--- config.mk ---
export PLATFORM = sky130hd
export DESIGN_NAME = mac_acc_flat
export DESIGN_NICKNAME = d
export VERILOG_FILES = /design/src/rtl/mac_acc_pkg.sv /design/src/rtl/mac_acc_if.sv /design/src/rtl/mac_acc_sat_trunc.sv /design/src/rtl/mac_acc.sv /design/src/flat_wrapper.sv
export SDC_FILE = /design/constraint.sdc
export NUM_CORES = 1
export LEC_CHECK = 0
export BUFFER_PORTS_ARGS = -buffer_cell sky130_fd_sc_hd__clkbuf_2
export CORE_ASPECT_RATIO = 0.5
export CORE_MARGIN = 10
export CORE_UTILIZATION = 47
export CTS_CLUSTER_SIZE = 12
export DETAILED_ROUTE_END_ITERATION = 7
export GPL_TIMING_DRIVEN = 1
export PLACE_DENSITY = 0.63
export SLEW_MARGIN = 20
export SYNTH_ARGS = -nofsm -noshare
export SYNTH_HDL_FRONTEND = slang
export SYNTH_SLANG_ARGS = --single-unit
export TNS_END_PERCENT = 100
--- constraint.sdc ---
create_clock -name clk_i -period 6.55 [get_ports clk_i]
set_clock_uncertainty 0.2 [all_clocks]
set_input_delay 0 -clock clk_i [delete_from_list [all_inputs] [get_ports clk_i]]
set_output_delay 0 -clock clk_i [all_outputs]
set_load 0.01 [all_outputs]
--- src/rtl/mac_acc_pkg.sv ---
// Shared types and width helpers for the MAC accumulator stage.
// State encoding is fixed at 2 bits: IDLE=00, ACC=01, HOLD=10.
package mac_acc_pkg;

  typedef enum logic [1:0] {
    StIdle = 2'b00,
    StAcc  = 2'b01,
    StHold = 2'b10
  } state_e;

  localparam int unsigned DefW = 16;
  localparam int unsigned DefG = 8;
  localparam int unsigned DefN = 8;

  function automatic int unsigned acc_width(int unsigned w, int unsigned g);
    return 2 * w + g;
  endfunction

  // Counter needs at least one bit, even when N == 1.
  function automatic int unsigned cnt_width(int unsigned n);
    return (n > 1) ? $clog2(n) : 1;
  endfunction

endpackage

--- src/rtl/mac_acc_if.sv ---
// Product input stream and result output stream of the accumulator stage.
// The slave modport is the accumulator; the master modport is its environment.
interface mac_acc_if #(
  parameter int unsigned W = 16
) ();
  logic              in_valid;
  logic              in_ready;
  logic [2*W-1:0]    p;
  logic              ser;
  logic              out_valid;
  logic              out_ready;
  logic [2*W-1:0]    y;
  logic              ovf;

  modport slave (
    input  in_valid, p, ser, out_ready,
    output in_ready, out_valid, y, ovf
  );

  modport master (
    output in_valid, p, ser, out_ready,
    input  in_ready, out_valid, y, ovf
  );
endinterface

--- src/rtl/mac_acc_sat_trunc.sv ---
// Combinational signed saturation from InW to OutW bits (InW > OutW).
// sat_o flags that the input lay outside the OutW signed range.
module mac_acc_sat_trunc #(
  parameter int unsigned InW  = 40,
  parameter int unsigned OutW = 32
) (
  input  logic [InW-1:0]  a_i,
  output logic [OutW-1:0] y_o,
  output logic            sat_o
);

  localparam logic signed [InW-1:0] MaxVal = {{(InW-OutW+1){1'b0}}, {(OutW-1){1'b1}}};
  localparam logic signed [InW-1:0] MinVal = {{(InW-OutW+1){1'b1}}, {(OutW-1){1'b0}}};
  localparam logic [OutW-1:0]       MaxOut = {1'b0, {(OutW-1){1'b1}}};
  localparam logic [OutW-1:0]       MinOut = {1'b1, {(OutW-1){1'b0}}};

  logic signed [InW-1:0] a_s;
  assign a_s = $signed(a_i);

  always_comb begin
    y_o   = a_i[OutW-1:0];
    sat_o = 1'b0;
    if (a_s > MaxVal) begin
      y_o   = MaxOut;
      sat_o = 1'b1;
    end else if (a_s < MinVal) begin
      y_o   = MinOut;
      sat_o = 1'b1;
    end
  end

endmodule

--- src/rtl/mac_acc.sv ---
// Guard-bit accumulator: sums N signed products, saturates to 2W bits and
// holds the result in a one-deep valid/ready output register.
module mac_acc
  import mac_acc_pkg::*;
#(
  parameter int unsigned W = DefW,
  parameter int unsigned G = DefG,
  parameter int unsigned N = DefN
) (
  input  logic      clk_i,
  input  logic      arst_ni,
  input  logic      ce_i,
  input  logic      start_i,
  mac_acc_if.slave  bus,
  output logic      busy_o
);

  localparam int unsigned AccW = acc_width(W, G);
  localparam int unsigned CntW = cnt_width(N);
  localparam logic [CntW-1:0] CntLast = CntW'(N - 1);

  state_e            state_q;
  logic [AccW-1:0]   acc_q;
  logic [CntW-1:0]   cnt_q;
  logic              sticky_q;
  logic [2*W-1:0]    y_q;
  logic              ovf_q;
  logic              out_valid_q;

  logic [AccW-1:0]   acc_sum;
  logic [2*W-1:0]    sat_y;
  logic              sat_flag;
  logic              last;

  assign acc_sum = acc_q + {{G{bus.p[2*W-1]}}, bus.p};
  assign last    = (cnt_q == CntLast);

  mac_acc_sat_trunc #(
    .InW  (AccW),
    .OutW (2 * W)
  ) u_sat (
    .a_i   (acc_sum),
    .y_o   (sat_y),
    .sat_o (sat_flag)
  );

  assign bus.in_ready  = (state_q == StAcc);
  assign busy_o        = (state_q != StIdle);
  assign bus.out_valid = out_valid_q;
  assign bus.y         = y_q;
  assign bus.ovf       = ovf_q;

  always_ff @(posedge clk_i or negedge arst_ni) begin
    if (!arst_ni) begin
      state_q     <= StIdle;
      acc_q       <= '0;
      cnt_q       <= '0;
      sticky_q    <= 1'b0;
      y_q         <= '0;
      ovf_q       <= 1'b0;
      out_valid_q <= 1'b0;
    end else if (ce_i) begin
      unique case (state_q)
        StIdle: begin
          if (start_i) begin
            state_q  <= StAcc;
            acc_q    <= '0;
            cnt_q    <= '0;
            sticky_q <= 1'b0;
          end
        end
        StAcc: begin
          // start wins over a product presented in the same cycle
          if (start_i) begin
            acc_q    <= '0;
            cnt_q    <= '0;
            sticky_q <= 1'b0;
          end else if (bus.in_valid) begin
            acc_q    <= acc_sum;
            sticky_q <= sticky_q | bus.ser;
            cnt_q    <= last ? '0 : cnt_q + 1'b1;
            if (last) begin
              state_q     <= StHold;
              y_q         <= sat_y;
              ovf_q       <= sticky_q | bus.ser | sat_flag;
              out_valid_q <= 1'b1;
            end
          end
        end
        StHold: begin
          if (bus.out_ready) begin
            out_valid_q <= 1'b0;
            if (start_i) begin
              state_q  <= StAcc;
              acc_q    <= '0;
              cnt_q    <= '0;
              sticky_q <= 1'b0;
            end else begin
              state_q <= StIdle;
            end
          end
        end
        default: state_q <= StIdle;
      endcase
    end
  end

endmodule

--- src/flat_wrapper.sv ---
// flat-port wrapper written by rule: the top's interface ports become plain ports
module mac_acc_flat import mac_acc_pkg::*;
#(
  parameter int unsigned W = DefW,
  parameter int unsigned G = DefG,
  parameter int unsigned N = DefN
)
  (clk_i, arst_ni, ce_i, start_i, busy_o, bus_in_valid, bus_p, bus_ser, bus_out_ready, bus_in_ready, bus_out_valid, bus_y, bus_ovf);
  mac_acc_if #(.W(W)) bus_i ();
  input  logic clk_i;
  input  logic arst_ni;
  input  logic ce_i;
  input  logic start_i;
  output logic busy_o;
  input wire logic [$bits(bus_i.in_valid)-1:0] bus_in_valid;
  input wire logic [$bits(bus_i.p)-1:0] bus_p;
  input wire logic [$bits(bus_i.ser)-1:0] bus_ser;
  input wire logic [$bits(bus_i.out_ready)-1:0] bus_out_ready;
  output wire logic [$bits(bus_i.in_ready)-1:0] bus_in_ready;
  output wire logic [$bits(bus_i.out_valid)-1:0] bus_out_valid;
  output wire logic [$bits(bus_i.y)-1:0] bus_y;
  output wire logic [$bits(bus_i.ovf)-1:0] bus_ovf;
  assign bus_i.in_valid = bus_in_valid;
  assign bus_i.p = bus_p;
  assign bus_i.ser = bus_ser;
  assign bus_i.out_ready = bus_out_ready;
  assign bus_in_ready = bus_i.in_ready;
  assign bus_out_valid = bus_i.out_valid;
  assign bus_y = bus_i.y;
  assign bus_ovf = bus_i.ovf;
  mac_acc #(.W(W), .G(G), .N(N)) u_core (.clk_i(clk_i), .arst_ni(arst_ni), .ce_i(ce_i), .start_i(start_i), .bus(bus_i), .busy_o(busy_o));
endmodule
* Word level (Yosys, flattened, before mapping) *
Index checks and enable logic that the tools add are counted.

word-level totals
  bits of input ports = 39
  register bits = 80
  output and inout bits = 36

cells by class
  multiplexer cells = 32
  eq/ne operators = 9
  order comparisons = 2
  bitwise logic cells = 3
  reduce and logical (&&, ||, !) cells = 8
  $add $sub $neg = 2

operator list
  kind                                                  number
  2-to-1 mux 40 bit                                     4
  case mux 40 bit (3 select lines)                      1
  2-to-1 mux 32 bit                                     2
  adder 40 bit                                          1
  > comparator 40 x 32 -> 1 bit, second input constant  1
  < comparator 40 x 32 -> 1 bit, second input constant  1
  2-to-1 mux 3 bit                                      5
  AND reduction 6 bit                                   2
  2-to-1 mux 1 bit                                      11
  2-to-1 mux 2 bit                                      5
  case mux 3 bit (3 select lines)                       1
  inequality test 2 bit, second input constant          4
  case mux 2 bit (3 select lines)                       1
  AND reduction 5 bit                                   1
  AND reduction 4 bit                                   1
  nonzero test 2 bit                                    2
  adder 3 x 1 -> 3 bit, second input constant           1
  == test 3 bit, second input constant                  1
  inequality test 3 bit, second input constant          1
  case mux 1 bit (3 select lines)                       1
  nonzero test 3 bit                                    1
  == test 2 x 1 -> 1 bit, second input constant         1
  == test 2 bit, second input constant                  1
  zero test 2 bit                                       1
  4 further kinds                                       5

* Depth between registers and ports, before layout *
  depth after elaboration = 5
  mapped depth = 14
  mapped depth without buffers = 13

* By module *
A second synthesis with hierarchy kept.

second synthesis, totals
  cell total of the unflattened synthesis = 655
  area total of the unflattened synthesis = 6299.8 um2

by module, submodules not included
  module             sequential area each (um2)  area an instance (um2)  instances  cells each
  mac_acc            2001.9                      5642.9                  1          574
  mac_acc_sat_trunc  0.0                         656.9                   1          81

* Worst setup path after synthesis *
Ideal clock, no wire load.

  path type = register to register
  start = register u_core.acc_q[0]
  end = register u_core.y_q[28], in the netlist u_core.bus.y[28]
  library setup time = 0.121 ns
  arrival time = 3.558 ns
  cell stages (with the launch flop) = 15
  path buffers = 1
  data required time = 6.229 ns
  period minus slack after synthesis = 3.879 ns
  slack = 2.671 ns
  cell sequence = dfrtp_1 > ha_1 > fa_1 > a21o_1 > a221oi_2 > o31ai_1 > a2111oi_0 > nor2_1 > xnor2_1 > nand2_1 > or4_4 > o41ai_4 > buf_6 > nand2_1 > a22o_1

between the ends
  cells in the longest elaborated chain, start to end = 4
  elaborated cells between the ends (all ways) = 5
  those cells by class = add/sub (1); order compare (2); mux (2)

RTL lines
  what                           RTL line                 text
  start: declaration             mac_acc.sv:23            logic [AccW-1:0] acc_q;
  start signal: assignment       mac_acc.sv:79            acc_q <= acc_sum;
  adder 40 bit *                 mac_acc.sv:35            assign acc_sum = acc_q + {{G{bus.p[2*W-1]}}, bus.p};
  < comparator 40 x 32 -> 1 bit  mac_acc_sat_trunc.sv:26  end else if (a_s < MinVal) begin
  2-to-1 mux 32 bit              mac_acc_sat_trunc.sv:26
  2-to-1 mux 32 bit *            mac_acc_sat_trunc.sv:23  if (a_s > MaxVal) begin
  end signal: assignment         mac_acc.sv:84            y_q <= sat_y;
  end: declaration               mac_acc.sv:26            logic [2*W-1:0] y_q;

Mark *: on every way between the ends. The rest lies on a longest branch, timed or not.
A chain may end at the register's enable or synchronous reset.

* Final worst setup path *
  start = register u_core.acc_q[0]
  end = register u_core.y_q[23], in the netlist u_core.bus.y[23]

The elaborated chain is that of the path after synthesis.

==> impl_metrics.csv <==
group,metric,value,unit
synth,synthAdderAreaFrac,0.0964,
synth,yosys.area_share.simple,0.176,
synth,ys_top_cells_by_count,"nand2_1, dfrtp_1, a21oi_1",
synth,synth_edf_count,0,
synth,yosysMostFrequentCell,"nand2_1",
global_routing,grt_pass1_vias,4800,
placement,place_congestion,0.908,
critical_path,worst_ep_arrival_time,4.64,ns
sta,timing.final.crit_period,4.61,ns
synth,post_synth.cell_area_avg,9.05,um2
synth,synth_xor_area_frac,0.0652,
critical_path,worstSetupPathType,"register to register",
sta,setup_viol,0,
floorplanning,floorplan.core_area,11200,um2
placement,numPortBuffers,74,
clock_network,cts_resized,0,
critical_path,cp-start-kind,"register",
sta,rsz0062_at_grt,"false",
power_and_ir_drop,max-vdd-ir-drop,131,uV
synth,synth_top_family_by_area,"compound AO/OA/AOI/OAI gates",
routing,dr.pass1.iters,5,
flow_run,drv_cap,0,
floorplanning,pin_count,75,
clock_network,cts-root-buf,"clkbuf_16",
sta,worst-slew-pin-transition,1.07,ns
sta,finalCritPeriodShare,0.704,
routing,wl_per_cell,18.3,um
sta,slew_viol_final,0,
sta,fin_tns_setup,0,ns
floorplanning,rows,27,
power_and_ir_drop,switching_share,0.380,
sta,finalHoldViolCount,0,
routing,drc,0,
critical_path,crit_required,6.57,ns
worst_hold_path,hold_class,"input pin to register",
power_and_ir_drop,clkPwrFrac,0.288,
routing,ant_nets,0,
synth,yosys-top-cells-area,"dfrtp_1, ha_1, nand2_1",
clock_network,clk_latency,0.34,ns
floorplanning,die_h,96.7,um
clock_network,htree_num_levels,3,
clock_network,cts_setup_buffers,0,
placement,hpwl,11200,um
clock_network,cts.clk_slew.worst_paths,0.06,ns
synth,synth.largest_area_cell,"dfrtp_1",
run_status,outcome,"finished, final reports clean",
clock_network,cts_tree,"yes",
synth,syn-num-nets,692,
power_and_ir_drop,p_leak,3.01,nW
synth,ys_types,65,
global_routing,antenna_found_initial,0,
finish,layout-drive-gt1-share,0.167,
power_and_ir_drop,p_seq_frac,0.318,
synth,synth_compound_area_frac,0.266,
clock_network,numCtsBuffers,9,
critical_path,cp_max_fo,13,
clock_network,cts.sinks,80,
synth,ys.warnings.count,0,
finish,fin_nets,760,
global_routing,track_usage,0.181,
synth,syn_inst,611,
finish,fill_cells,1027,
finish,fin_util,0.570,
synth,seq_area_frac_synth,0.362,
finish,multi_input_area,3340,um2
routing,routed_wl,15400,um
sta,max_freq,0.217,GHz
finish,seq_area,2000,um2
global_routing,grt_max_degree,81,
floorplanning,start_util,0.491,
critical_path,end_kind,"register",
global_routing,grt_first_pass_wirelength,25300,um
finish,n_antenna_cell,0,
sta,maxSlewHeadroom,0.288,
power_and_ir_drop,p_int,1.10,mW
floorplanning,die_x,173,um
synth,synth.top_cell.area_share,0.362,
routing,num_vias,4936,
synth,synth_area,5530,um2
clock_network,cts_buffer_depth,2,
power_and_ir_drop,power.density,276,nW/um2
power_and_ir_drop,pwr-share-comb,0.393,
power_and_ir_drop,p_switching,0.674,mW
synth,synth-main-ff-cell,"dfrtp_1",
synth,synthArstFlopShare,1.00,
routing,via_per_inst,5.86,
floorplanning,die_area,16800,um2
synth,synthMuxAreaShare,0,
synth,synth-seq-cells,80,
finish,syn_to_final_growth,16.1,%
routing,drt_iter0_markers,283,
global_routing,grt-ovfl-total,0,
-- kinds of logic after synthesis --
group	count (synthesis)
flip-flops	80
AND/OR/NAND/NOR	199
XOR/XNOR	39
adder cells (fa/ha/maj)	42
AO/OA/AOI/OAI	207
buffers and inverters	44
-- power groups by stage --
stage                     clock network, mW  registers (mW)  logic [mW]
after floorplan                           0           0.564       0.515
after global placement                    0           0.570       0.669
after detailed placement                  0           0.572       0.673
after CTS                             0.522           0.563       0.684
after global routing                  0.542           0.568       0.773
final                                 0.511           0.563       0.696
-- critical path, cell delays in order, from the launching register on --
cell and delay (ns):
dfrtp_1 0.38, ha_1 0.21, fa_1 0.41, a21o_1 0.21, a221oi_2 0.38, o31ai_1 0.24
a2111oi_0 0.45, nor2_1 0.12, xnor2_1 0.24, nand2_1 0.08, or4_4 0.45, nor3_2 0.64
nand3_1 0.17, a32o_1 0.31
-- worst paths after layout --
kind / cells past startpoint / slack [ns] / from / end
max in group asynchronous: 2 / 5.54 / arst_ni / u_core.acc_q[25]
max: 13 / 1.94 / u_core.acc_q[0] / u_core.bus.y[23]
min: 3 / 0.0009 / bus_in_valid / u_core.cnt_q[0]
max reg2reg: 13 / 1.94 / u_core.acc_q[0] / u_core.bus.y[23]
min reg2reg: 2 / 0.28 / u_core.acc_q[35] / u_core.acc_q[35]
min in group asynchronous: 2 / 0.04 / arst_ni / u_core.cnt_q[2]
-- per-stage QoR --
stage | total power, mW | std cells | setup WS, ns | instance area, um2 | hold WS [ns]
after CTS | 1.77 | 841 | 1.70 | 6390 | 0.00983
after floorplan | 1.08 | 611 | 2.67 | 5530 | -0.496
after global placement | 1.24 | 814 | 1.84 | 5980 | 0.0549
final | 1.77 | 843 | 1.94 | 6410 | 0.000895
after global routing | 1.88 | 843 | 1.53 | 6410 | 0.0498
after detailed placement | 1.25 | 814 | 1.73 | 5980 | 0.0628
-- sequential cells by signal, summed over array words and instances, names as in the netlist --
register	cells
u_core.bus.y	32
u_core.bus.ovf	1
u_core.state_q	2
u_core.bus.out_valid	1
u_core.sticky_q	1
u_core.cnt_q	3
u_core.acc_q	40
-- layer usage --
metal,routed length [um],global-route usage
met4,138,0.0366
met5,0,0
met3,846,0.0426
met1,8070,0.269
met2,6360,0.260
-- placed cells by master (no fill, tap or decap), types with 12 or more instances in the layout --
cell type / count
ha_1: 41
nand2_1: 88
xor2_1: 13
a21oi_1: 45
a32o_1: 12
nor2b_1: 15
nand3_1: 20
xnor2_1: 25
dfrtp_1: 80
a22o_1: 26
o21ai_0: 41
a21o_1: 12
nor2_1: 29
clkbuf_2: 73
-- cell type report --
class | instances | area share
repair buffers | 91 | 0.0841
clock buffers | 10 | 0.0357
multi-input cells | 487 | 0.521
inverters | 10 | 0.00585
clock inverters | 6 | 0.0107
flip-flops and latches | 80 | 0.312
well taps | 159 | 0.0310
-- repair_timing --
action	in CTS	in global routing
setup endpoints to repair	0	0
hold endpoints to repair	88	0
hold buffers	11	0
Power figures use the tool's default switching activity.
